### src/rtl/csr_pkg.sv
// csr_pkg
// Shared definitions for the CSR access path: Zicsr funct3 encodings,
// privilege levels, the access-unit FSM state type and the internal
// read-modify-write operation codes used by the write-data merge.
// No ports (package).

package csr_pkg;

    // Zicsr funct3 encodings as they arrive from the decoder
    localparam logic [2:0] CSR_RW  = 3'b001;
    localparam logic [2:0] CSR_RS  = 3'b010;
    localparam logic [2:0] CSR_RC  = 3'b011;
    localparam logic [2:0] CSR_RWI = 3'b101;
    localparam logic [2:0] CSR_RSI = 3'b110;
    localparam logic [2:0] CSR_RCI = 3'b111;

    // Privilege levels; encoding 10 is reserved
    localparam logic [1:0] PRIV_U = 2'b00;
    localparam logic [1:0] PRIV_S = 2'b01;
    localparam logic [1:0] PRIV_M = 2'b11;

    // Merge operation, shared by register and immediate forms
    localparam logic [1:0] OP_RW = 2'b01;
    localparam logic [1:0] OP_RS = 2'b10;
    localparam logic [1:0] OP_RC = 2'b11;

    typedef enum logic [1:0] {
        IDLE  = 2'd0,
        READ  = 2'd1,
        WRITE = 2'd2,
        RESP  = 2'd3
    } csr_state_e;

    // Swap forms always write; set/clear forms write only with a nonzero source
    function automatic logic has_write_intent(input logic [2:0] funct3,
                                              input logic       src_zero);
        return (funct3[1:0] == OP_RW) || !src_zero;
    endfunction

endpackage

### src/rtl/csr_access_unit_if.sv
// csr_access_unit_if
// Bundles the three handshakes of the CSR access unit:
//   req_*  decoded Zicsr instruction from the decoder (valid/ready)
//   rsp_*  old CSR value / illegal flag back to the pipeline (valid/ready)
//   csr_*  read/write strobes toward the CSR register file
// Modports: master = the access unit, slave = its environment
// (decoder, pipeline and register file).

interface csr_access_unit_if #(
    parameter int C_XLEN = 32
);

    logic              req_valid_i;
    logic              req_ready_o;
    logic [2:0]        req_funct3_i;
    logic [11:0]       req_addr_i;
    logic [C_XLEN-1:0] req_rs1_data_i;
    logic [4:0]        req_zimm_i;
    logic              req_src_zero_i;
    logic [1:0]        req_priv_i;

    logic              rsp_valid_o;
    logic              rsp_ready_i;
    logic [C_XLEN-1:0] rsp_rd_data_o;
    logic              rsp_illegal_o;

    logic              csr_rd_en_o;
    logic              csr_wr_en_o;
    logic [11:0]       csr_addr_o;
    logic [C_XLEN-1:0] csr_wr_data_o;
    logic [C_XLEN-1:0] csr_rd_data_i;

    modport master (
        input  req_valid_i, req_funct3_i, req_addr_i, req_rs1_data_i,
               req_zimm_i, req_src_zero_i, req_priv_i,
        output req_ready_o,
        output rsp_valid_o, rsp_rd_data_o, rsp_illegal_o,
        input  rsp_ready_i,
        output csr_rd_en_o, csr_wr_en_o, csr_addr_o, csr_wr_data_o,
        input  csr_rd_data_i
    );

    modport slave (
        output req_valid_i, req_funct3_i, req_addr_i, req_rs1_data_i,
               req_zimm_i, req_src_zero_i, req_priv_i,
        input  req_ready_o,
        input  rsp_valid_o, rsp_rd_data_o, rsp_illegal_o,
        output rsp_ready_i,
        input  csr_rd_en_o, csr_wr_en_o, csr_addr_o, csr_wr_data_o,
        output csr_rd_data_i
    );

endinterface

### src/rtl/csr_wdata_alu.sv
// csr_wdata_alu
// Combinational merge of the old CSR value with the source operand.
// Ports:
//   op        merge operation (OP_RW / OP_RS / OP_RC)
//   old_value value read from the CSR
//   src       rs1 data or zero-extended immediate
//   wr_data   value to write back
// Pure bitwise logic, no carries.

module csr_wdata_alu
    import csr_pkg::*;
#(
    parameter int C_XLEN = 32
) (
    input  logic [1:0]        op,
    input  logic [C_XLEN-1:0] old_value,
    input  logic [C_XLEN-1:0] src,
    output logic [C_XLEN-1:0] wr_data
);

    always_comb begin
        wr_data = src;
        case (op)
            OP_RS:   wr_data = old_value | src;
            OP_RC:   wr_data = old_value & ~src;
            default: wr_data = src;
        endcase
    end

endmodule

### src/rtl/csr_access_unit.sv
// csr_access_unit
// Initiator side of the CSR read/write interface. Takes one decoded Zicsr
// instruction at a time, issues a read strobe, then an optional write
// strobe, and returns the old CSR value or an illegal flag.
// Ports:
//   clk_i     clock
//   resetb_i  asynchronous active-low reset
//   clk_en_i  global clock enable; low freezes all state and strobes
//   bus       csr_access_unit_if.master (req / rsp / csr groups)
// Configuration:
//   MERLIN_CSR_PRIV_CHECK_EN  when defined, accesses with addr[9:8] above
//                             the current privilege are illegal.

module csr_access_unit
    import csr_pkg::*;
#(
    parameter int C_XLEN = 32
) (
    input  logic              clk_i,
    input  logic              resetb_i,
    input  logic              clk_en_i,
    csr_access_unit_if.master bus
);

    csr_state_e        state_q, state_d;
    logic [1:0]        op_q, op_d;
    logic [C_XLEN-1:0] src_q, src_d;
    logic              write_q, write_d;
    logic [11:0]       addr_q, addr_d;
    logic [C_XLEN-1:0] old_q, old_d;
    logic              rd_en_q, rd_en_d;
    logic              wr_en_q, wr_en_d;
    logic [C_XLEN-1:0] wr_data_q, wr_data_d;
    logic              valid_q, valid_d;
    logic              illegal_q, illegal_d;

    logic [1:0]        req_op;
    logic              bad_funct3;
    logic [C_XLEN-1:0] req_src;
    logic              req_write;
    logic              priv_fault;
    logic              req_illegal;
    logic [C_XLEN-1:0] alu_wr_data;

`ifdef MERLIN_CSR_PRIV_CHECK_EN
    assign priv_fault = bus.req_addr_i[9:8] > bus.req_priv_i;
`else
    logic unused_priv;
    assign unused_priv = ^bus.req_priv_i;
    assign priv_fault  = 1'b0;
`endif

    // Decode the offered instruction: merge op, source operand, write intent
    // and whether it must be rejected before any strobe is issued.
    always_comb begin
        req_op     = OP_RW;
        bad_funct3 = 1'b0;
        case (bus.req_funct3_i)
            CSR_RW, CSR_RWI: req_op = OP_RW;
            CSR_RS, CSR_RSI: req_op = OP_RS;
            CSR_RC, CSR_RCI: req_op = OP_RC;
            default:         bad_funct3 = 1'b1;
        endcase
        req_src     = bus.req_funct3_i[2] ? {{(C_XLEN-5){1'b0}}, bus.req_zimm_i}
                                          : bus.req_rs1_data_i;
        req_write   = has_write_intent(bus.req_funct3_i, bus.req_src_zero_i);
        req_illegal = bad_funct3
                    || (req_write && (bus.req_addr_i[11:10] == 2'b11))
                    || priv_fault;
    end

    // The merge sees the live read data during READ so the write value is
    // ready to be registered on the same edge that leaves READ.
    csr_wdata_alu #(
        .C_XLEN    (C_XLEN)
    ) u_wdata_alu (
        .op        (op_q),
        .old_value (bus.csr_rd_data_i),
        .src       (src_q),
        .wr_data   (alu_wr_data)
    );

    // Next-state and next-output logic. Every output is a flop, so each
    // strobe/valid is set on the transition into the state that owns it.
    always_comb begin
        state_d   = state_q;
        op_d      = op_q;
        src_d     = src_q;
        write_d   = write_q;
        addr_d    = addr_q;
        old_d     = old_q;
        rd_en_d   = 1'b0;
        wr_en_d   = 1'b0;
        wr_data_d = wr_data_q;
        valid_d   = valid_q;
        illegal_d = illegal_q;

        case (state_q)
            IDLE: begin
                if (bus.req_valid_i) begin
                    old_d = '0;
                    if (req_illegal) begin
                        state_d   = RESP;
                        valid_d   = 1'b1;
                        illegal_d = 1'b1;
                    end else begin
                        state_d   = READ;
                        op_d      = req_op;
                        src_d     = req_src;
                        write_d   = req_write;
                        addr_d    = bus.req_addr_i;
                        rd_en_d   = 1'b1;
                        illegal_d = 1'b0;
                    end
                end
            end
            READ: begin
                old_d = bus.csr_rd_data_i;
                if (write_q) begin
                    state_d   = WRITE;
                    wr_en_d   = 1'b1;
                    wr_data_d = alu_wr_data;
                end else begin
                    state_d = RESP;
                    valid_d = 1'b1;
                end
            end
            WRITE: begin
                state_d = RESP;
                valid_d = 1'b1;
            end
            RESP: begin
                if (bus.rsp_ready_i) begin
                    state_d   = IDLE;
                    valid_d   = 1'b0;
                    illegal_d = 1'b0;
                end
            end
            default: state_d = IDLE;
        endcase
    end

    // State register; reset aborts any in-flight access, clk_en_i freezes it.
    always_ff @(posedge clk_i or negedge resetb_i) begin
        if (!resetb_i) begin
            state_q <= IDLE;
        end else if (clk_en_i) begin
            state_q <= state_d;
        end
    end

    // Latched request fields and registered outputs.
    always_ff @(posedge clk_i or negedge resetb_i) begin
        if (!resetb_i) begin
            op_q      <= OP_RW;
            src_q     <= '0;
            write_q   <= 1'b0;
            addr_q    <= '0;
            old_q     <= '0;
            rd_en_q   <= 1'b0;
            wr_en_q   <= 1'b0;
            wr_data_q <= '0;
            valid_q   <= 1'b0;
            illegal_q <= 1'b0;
        end else if (clk_en_i) begin
            op_q      <= op_d;
            src_q     <= src_d;
            write_q   <= write_d;
            addr_q    <= addr_d;
            old_q     <= old_d;
            rd_en_q   <= rd_en_d;
            wr_en_q   <= wr_en_d;
            wr_data_q <= wr_data_d;
            valid_q   <= valid_d;
            illegal_q <= illegal_d;
        end
    end

    assign bus.req_ready_o   = (state_q == IDLE);
    assign bus.rsp_valid_o   = valid_q;
    assign bus.rsp_rd_data_o = old_q;
    assign bus.rsp_illegal_o = illegal_q;
    assign bus.csr_rd_en_o   = rd_en_q;
    assign bus.csr_wr_en_o   = wr_en_q;
    assign bus.csr_addr_o    = addr_q;
    assign bus.csr_wr_data_o = wr_data_q;

endmodule
### src/flat_wrapper.sv
// flat-port wrapper written by rule: the top's interface ports become plain ports
module csr_access_unit_flat import csr_pkg::*;
#(
    parameter int C_XLEN = 32
)
  (clk_i, resetb_i, clk_en_i, bus_req_valid_i, bus_req_funct3_i, bus_req_addr_i, bus_req_rs1_data_i, bus_req_zimm_i, bus_req_src_zero_i, bus_req_priv_i, bus_req_ready_o, bus_rsp_valid_o, bus_rsp_rd_data_o, bus_rsp_illegal_o, bus_rsp_ready_i, bus_csr_rd_en_o, bus_csr_wr_en_o, bus_csr_addr_o, bus_csr_wr_data_o, bus_csr_rd_data_i);
  csr_access_unit_if #(.C_XLEN(C_XLEN)) bus_i ();
  input  logic clk_i;
  input  logic resetb_i;
  input  logic clk_en_i;
  input wire logic [$bits(bus_i.req_valid_i)-1:0] bus_req_valid_i;
  input wire logic [$bits(bus_i.req_funct3_i)-1:0] bus_req_funct3_i;
  input wire logic [$bits(bus_i.req_addr_i)-1:0] bus_req_addr_i;
  input wire logic [$bits(bus_i.req_rs1_data_i)-1:0] bus_req_rs1_data_i;
  input wire logic [$bits(bus_i.req_zimm_i)-1:0] bus_req_zimm_i;
  input wire logic [$bits(bus_i.req_src_zero_i)-1:0] bus_req_src_zero_i;
  input wire logic [$bits(bus_i.req_priv_i)-1:0] bus_req_priv_i;
  output wire logic [$bits(bus_i.req_ready_o)-1:0] bus_req_ready_o;
  output wire logic [$bits(bus_i.rsp_valid_o)-1:0] bus_rsp_valid_o;
  output wire logic [$bits(bus_i.rsp_rd_data_o)-1:0] bus_rsp_rd_data_o;
  output wire logic [$bits(bus_i.rsp_illegal_o)-1:0] bus_rsp_illegal_o;
  input wire logic [$bits(bus_i.rsp_ready_i)-1:0] bus_rsp_ready_i;
  output wire logic [$bits(bus_i.csr_rd_en_o)-1:0] bus_csr_rd_en_o;
  output wire logic [$bits(bus_i.csr_wr_en_o)-1:0] bus_csr_wr_en_o;
  output wire logic [$bits(bus_i.csr_addr_o)-1:0] bus_csr_addr_o;
  output wire logic [$bits(bus_i.csr_wr_data_o)-1:0] bus_csr_wr_data_o;
  input wire logic [$bits(bus_i.csr_rd_data_i)-1:0] bus_csr_rd_data_i;
  assign bus_i.req_valid_i = bus_req_valid_i;
  assign bus_i.req_funct3_i = bus_req_funct3_i;
  assign bus_i.req_addr_i = bus_req_addr_i;
  assign bus_i.req_rs1_data_i = bus_req_rs1_data_i;
  assign bus_i.req_zimm_i = bus_req_zimm_i;
  assign bus_i.req_src_zero_i = bus_req_src_zero_i;
  assign bus_i.req_priv_i = bus_req_priv_i;
  assign bus_req_ready_o = bus_i.req_ready_o;
  assign bus_rsp_valid_o = bus_i.rsp_valid_o;
  assign bus_rsp_rd_data_o = bus_i.rsp_rd_data_o;
  assign bus_rsp_illegal_o = bus_i.rsp_illegal_o;
  assign bus_i.rsp_ready_i = bus_rsp_ready_i;
  assign bus_csr_rd_en_o = bus_i.csr_rd_en_o;
  assign bus_csr_wr_en_o = bus_i.csr_wr_en_o;
  assign bus_csr_addr_o = bus_i.csr_addr_o;
  assign bus_csr_wr_data_o = bus_i.csr_wr_data_o;
  assign bus_i.csr_rd_data_i = bus_csr_rd_data_i;
  csr_access_unit #(.C_XLEN(C_XLEN)) u_core (.clk_i(clk_i), .resetb_i(resetb_i), .clk_en_i(clk_en_i), .bus(bus_i));
endmodule
### config.mk
export PLATFORM = sky130hd
export DESIGN_NAME = csr_access_unit_flat
export DESIGN_NICKNAME = d
export VERILOG_FILES = /design/src/rtl/csr_pkg.sv /design/src/rtl/csr_access_unit_if.sv /design/src/rtl/csr_wdata_alu.sv /design/src/rtl/csr_access_unit.sv /design/src/flat_wrapper.sv
export SDC_FILE = /design/constraint.sdc
export NUM_CORES = 1
export LEC_CHECK = 0
export ABC_AREA = 1
export ABC_CLOCK_PERIOD_IN_PS = 3400
export BUFFER_PORTS_ARGS = -buffer_cell sky130_fd_sc_hd__buf_2
export CORE_UTILIZATION = 25
export DETAILED_ROUTE_END_ITERATION = 6
export MAX_ROUTING_LAYER = met4
export PLACE_DENSITY_LB_ADDON = 0.08
export REMOVE_ABC_BUFFERS = 1
export SETUP_SLACK_MARGIN = 0.5
export SLEW_MARGIN = 40
export SYNTH_ARGS = -nofsm -noshare
export SYNTH_HDL_FRONTEND = slang
export SYNTH_SLANG_ARGS = --single-unit
### constraint.sdc
create_clock -name clk_i -period 3.4 [get_ports clk_i]
set_input_delay 0 -clock clk_i [delete_from_list [all_inputs] [get_ports clk_i]]
set_output_delay 0 -clock clk_i [all_outputs]
set_load 0.05 [all_outputs]
==> impl_metrics.toml <==
[power_and_ir_drop]
power_frac_seq_pct = 31.7
ir_drop_mv = 0.402
internal-power_mw = 4.40
power.share.clock_pct = 27.3
swShare_pct = 44.8
combinationalPowerShare_pct = 41.0
p_leak_nw = 3.92
switchingPower_mw = 3.58
p_per_area_nw_per_um2 = 1010

[timing]
setup_tns_ns = 0
relSlewSlack_pct = 44.9
fin_skew_ns = 0.00492
hold_viol = 0
setup_viol = 0
slew_viol_final = 0
worst_pin_slew_ns = 0.827
fin_crit_sh_pct = 65.6
final.min_clock_period_ns = 2.23
max_freq_mhz = 448
grt_setup_unrepaired = "no"

[grt]
grt_overflow = 0
grtUsageTotal_pct = 17.0
grt_pass1_wl_um = 26800
grt_max_degree = 68
antenna_found_initial = 0
grt_pass1_vias = 4975

[cts]
path_clk_slew_ns = 0.05
cts_buffers = 17
cts_max_level = 4
clkLatencyLatePin_ns = 0.41
clock-sinks = 117
cts_tree = "built"
postCtsSetupRepairBufs = 0
cts_root_buf = "clkbuf_16"
clk_path_buf_depth = 2

[synthesis]
syn_inst = 611
yosys_warnings = 0
syn_avg_cell_area_um2 = 8.47
yosysSeqAreaShare_pct = 56.6
ys_types = 24
syn_area_um2 = 5180
ys_seq_elements = 117

[critical_path]
slowest_delay_ns = 0.41
start_kind = "flip-flop"
cp_max_fo = 64
path_class = "reg -> reg"
crit_path_end_kind = "flip-flop"
slowest_stage = "ha_1"
cp.required_ns = 3.68
worstPathArrival_ns = 2.51
cp_cell_sequence = "inv_1 -> ha_1 -> inv_2 -> nor2_2 -> nand3b_4 -> buf_12 -> nand2_1 -> o21ai_0"

[drt]
num_vias = 5028
avgRoutedWirePerCell_um = 15.0
drtIter0Drc = 200
vias_per_cell = 4.43
remaining_drc_errors = 0
ant_nets = 0
routed_wirelength_um = 17100
dr.pass1.iters = 5

[floorplan]
core_um2 = 20300
die_y_um = 146
dieArea_um2 = 21300
placementRows = 52
die_x_um = 146
pin_count = 173
start_util_pct = 25.5

[placement]
gp_congestion = 0.741
io_buffers = 170
place_hpwl_um = 10400

[run_status]
status = "completed"

[cells_and_area]
area_growth_pct = 52.6
nets = 946
utilization_pct = 38.9
drive_gt1_share_pct = 25.3
diodes = 0

[job]
drv_cap = 0

[min_path]
hold_path.class = "in -> reg"
## logic make-up (layout without fill, tap and decap cells)
kind of cell	Yosys count	in the layout	synth area share (%)
AO/OA/AOI/OAI	151	151	14.8
adder cells (fa/ha/maj)	3	3	0.725
multiplexers	5	5	0.967
AND/OR/NAND/NOR	267	267	21.4
flip-flops	117	117	56.6
buffers and inverters	68	321	5.61
## metal layers
metal | global-route usage [%] | share of wire, % | wire length, um
met5 | - | 0 | 0
met2 | 27.8 | 47 | 8100
met3 | 4.39 | 5.4 | 914
met1 | 20.7 | 46 | 7900
met4 | 4.42 | 0.82 | 140
## placed cells by master (no fill, tap or decap), types with 2 or more instances in the layout
cell	count
buf_2	169
o21ai_0	69
bufinv_16	7
nand3_1	66
a21oi_1	33
nor2_1	3
clkbuf_16	17
inv_1	21
ha_1	2
dlygate4sd3_1	87
dfrtp_1	115
buf_4	6
o21ai_1	45
clkinv_2	2
clkbuf_8	5
o21ai_4	2
nand2_1	192
buf_12	2
o211ai_1	2
clkbuf_1	2
inv_2	2
mux2i_1	5
## worst max-delay path, delay by kind of cell (launching register included)
family / cells / cell delay [ns]
AO/OA/AOI/OAI: 1 / 0.08
adder cells (fa/ha/maj): 1 / 0.41
buffers and inverters: 3 / 0.57
flip-flops: 1 / 0.40
AND/OR/NAND/NOR: 3 / 0.61
## stage by stage
stage	worst slack (ns)	cell area [um2]	hold WS [ns]	std cells	total power, mW
after floorplan	0.463	4980	-0.296	567	4.68
after global placement	1.19	6280	0.104	1014	5.69
after detailed placement	1.14	6310	0.115	1015	5.78
after CTS	1.12	7900	0.0223	1134	8.08
after global routing	0.916	7900	0.0585	1134	8.47
final	1.17	7900	0.0441	1134	7.98
## synth_stat cells
library cell | n | area share [%]
nand4_1 | 1 | 0.12
nor2_2 | 2 | 0.24
o21ai_1 | 45 | 4.4
buf_4 | 1 | 0.15
o211ai_1 | 2 | 0.29
clkbuf_1 | 28 | 2.0
inv_1 | 21 | 1.5
dfstp_2 | 1 | 0.51
nand3_1 | 66 | 6.4
nand2b_1 | 1 | 0.12
nand3b_1 | 1 | 0.15
nor2_1 | 3 | 0.22
inv_2 | 2 | 0.15
mux2i_1 | 5 | 0.97
ha_1 | 3 | 0.73
clkinv_1 | 1 | 0.072
dfrtp_1 | 116 | 56
buf_2 | 13 | 1.3
o21ai_2 | 1 | 0.17
nand3b_2 | 1 | 0.22
a21oi_1 | 33 | 3.2
o21ai_0 | 70 | 6.8
nand2_1 | 192 | 14
buf_6 | 2 | 0.43
## final timing paths
kind	from	to	slack [ns]	depth (start not counted)
worst min-delay path	clk_en_i	u_core.bus.rsp_illegal_o	0.04	5
worst max-delay path	u_core.state_q[1]	u_core.bus.csr_addr_o[11]	1.17	8
worst min register to register	u_core.bus.csr_wr_en_o	u_core.bus.csr_wr_en_o	0.47	2
max in group asynchronous	resetb_i	u_core.op_q[0]	2.32	3
min in group asynchronous	resetb_i	u_core.bus.rsp_rd_data_o[15]	0.20	2
worst max register to register	u_core.state_q[1]	u_core.bus.csr_addr_o[11]	1.17	8
## repair_timing
item,CTS,global route
hold buffers,87,0
resized for setup,0,0
endpoints found under the hold margin,162,0
## registers in the layout, summed over array words and instances, names as in the netlist
| name | count |
|---|---|
| u_core.state_q | 2 |
| u_core.src_q | 32 |
| u_core.op_q | 2 |
| u_core.bus.rsp_rd_data_o | 32 |
| u_core.bus.csr_rd_en_o | 1 |
| u_core.bus.csr_addr_o | 12 |
| u_core.bus.rsp_illegal_o | 1 |
| u_core.bus.csr_wr_en_o | 1 |
| u_core.bus.csr_wr_data_o | 32 |
| u_core.write_q | 1 |
| u_core.bus.rsp_valid_o | 1 |
## power by group through the flow
stage | Combinational (mW) | Sequential [mW] | Clock, mW
6_report | 3.27 | 2.53 | 2.18
3_3_place_gp | 3.17 | 2.51 | 0
4_1_cts | 3.31 | 2.53 | 2.23
3_5_place_dp | 3.24 | 2.54 | 0
5_1_grt | 3.55 | 2.62 | 2.30
2_1_floorplan | 0.949 | 3.73 | 0
## cell type report
type / instances / area (um2)
Fill cell: 2102 / 12400
Multi-Input combinational cell: 426 / 1990
Timing Repair Buffer: 265 / 1830
Inverter: 24 / 91.3
Tap cell: 270 / 338
Sequential cell: 117 / 2930
Clock inverter: 8 / 215
Clock buffer: 24 / 502
(Power assumes the default switching activity.)
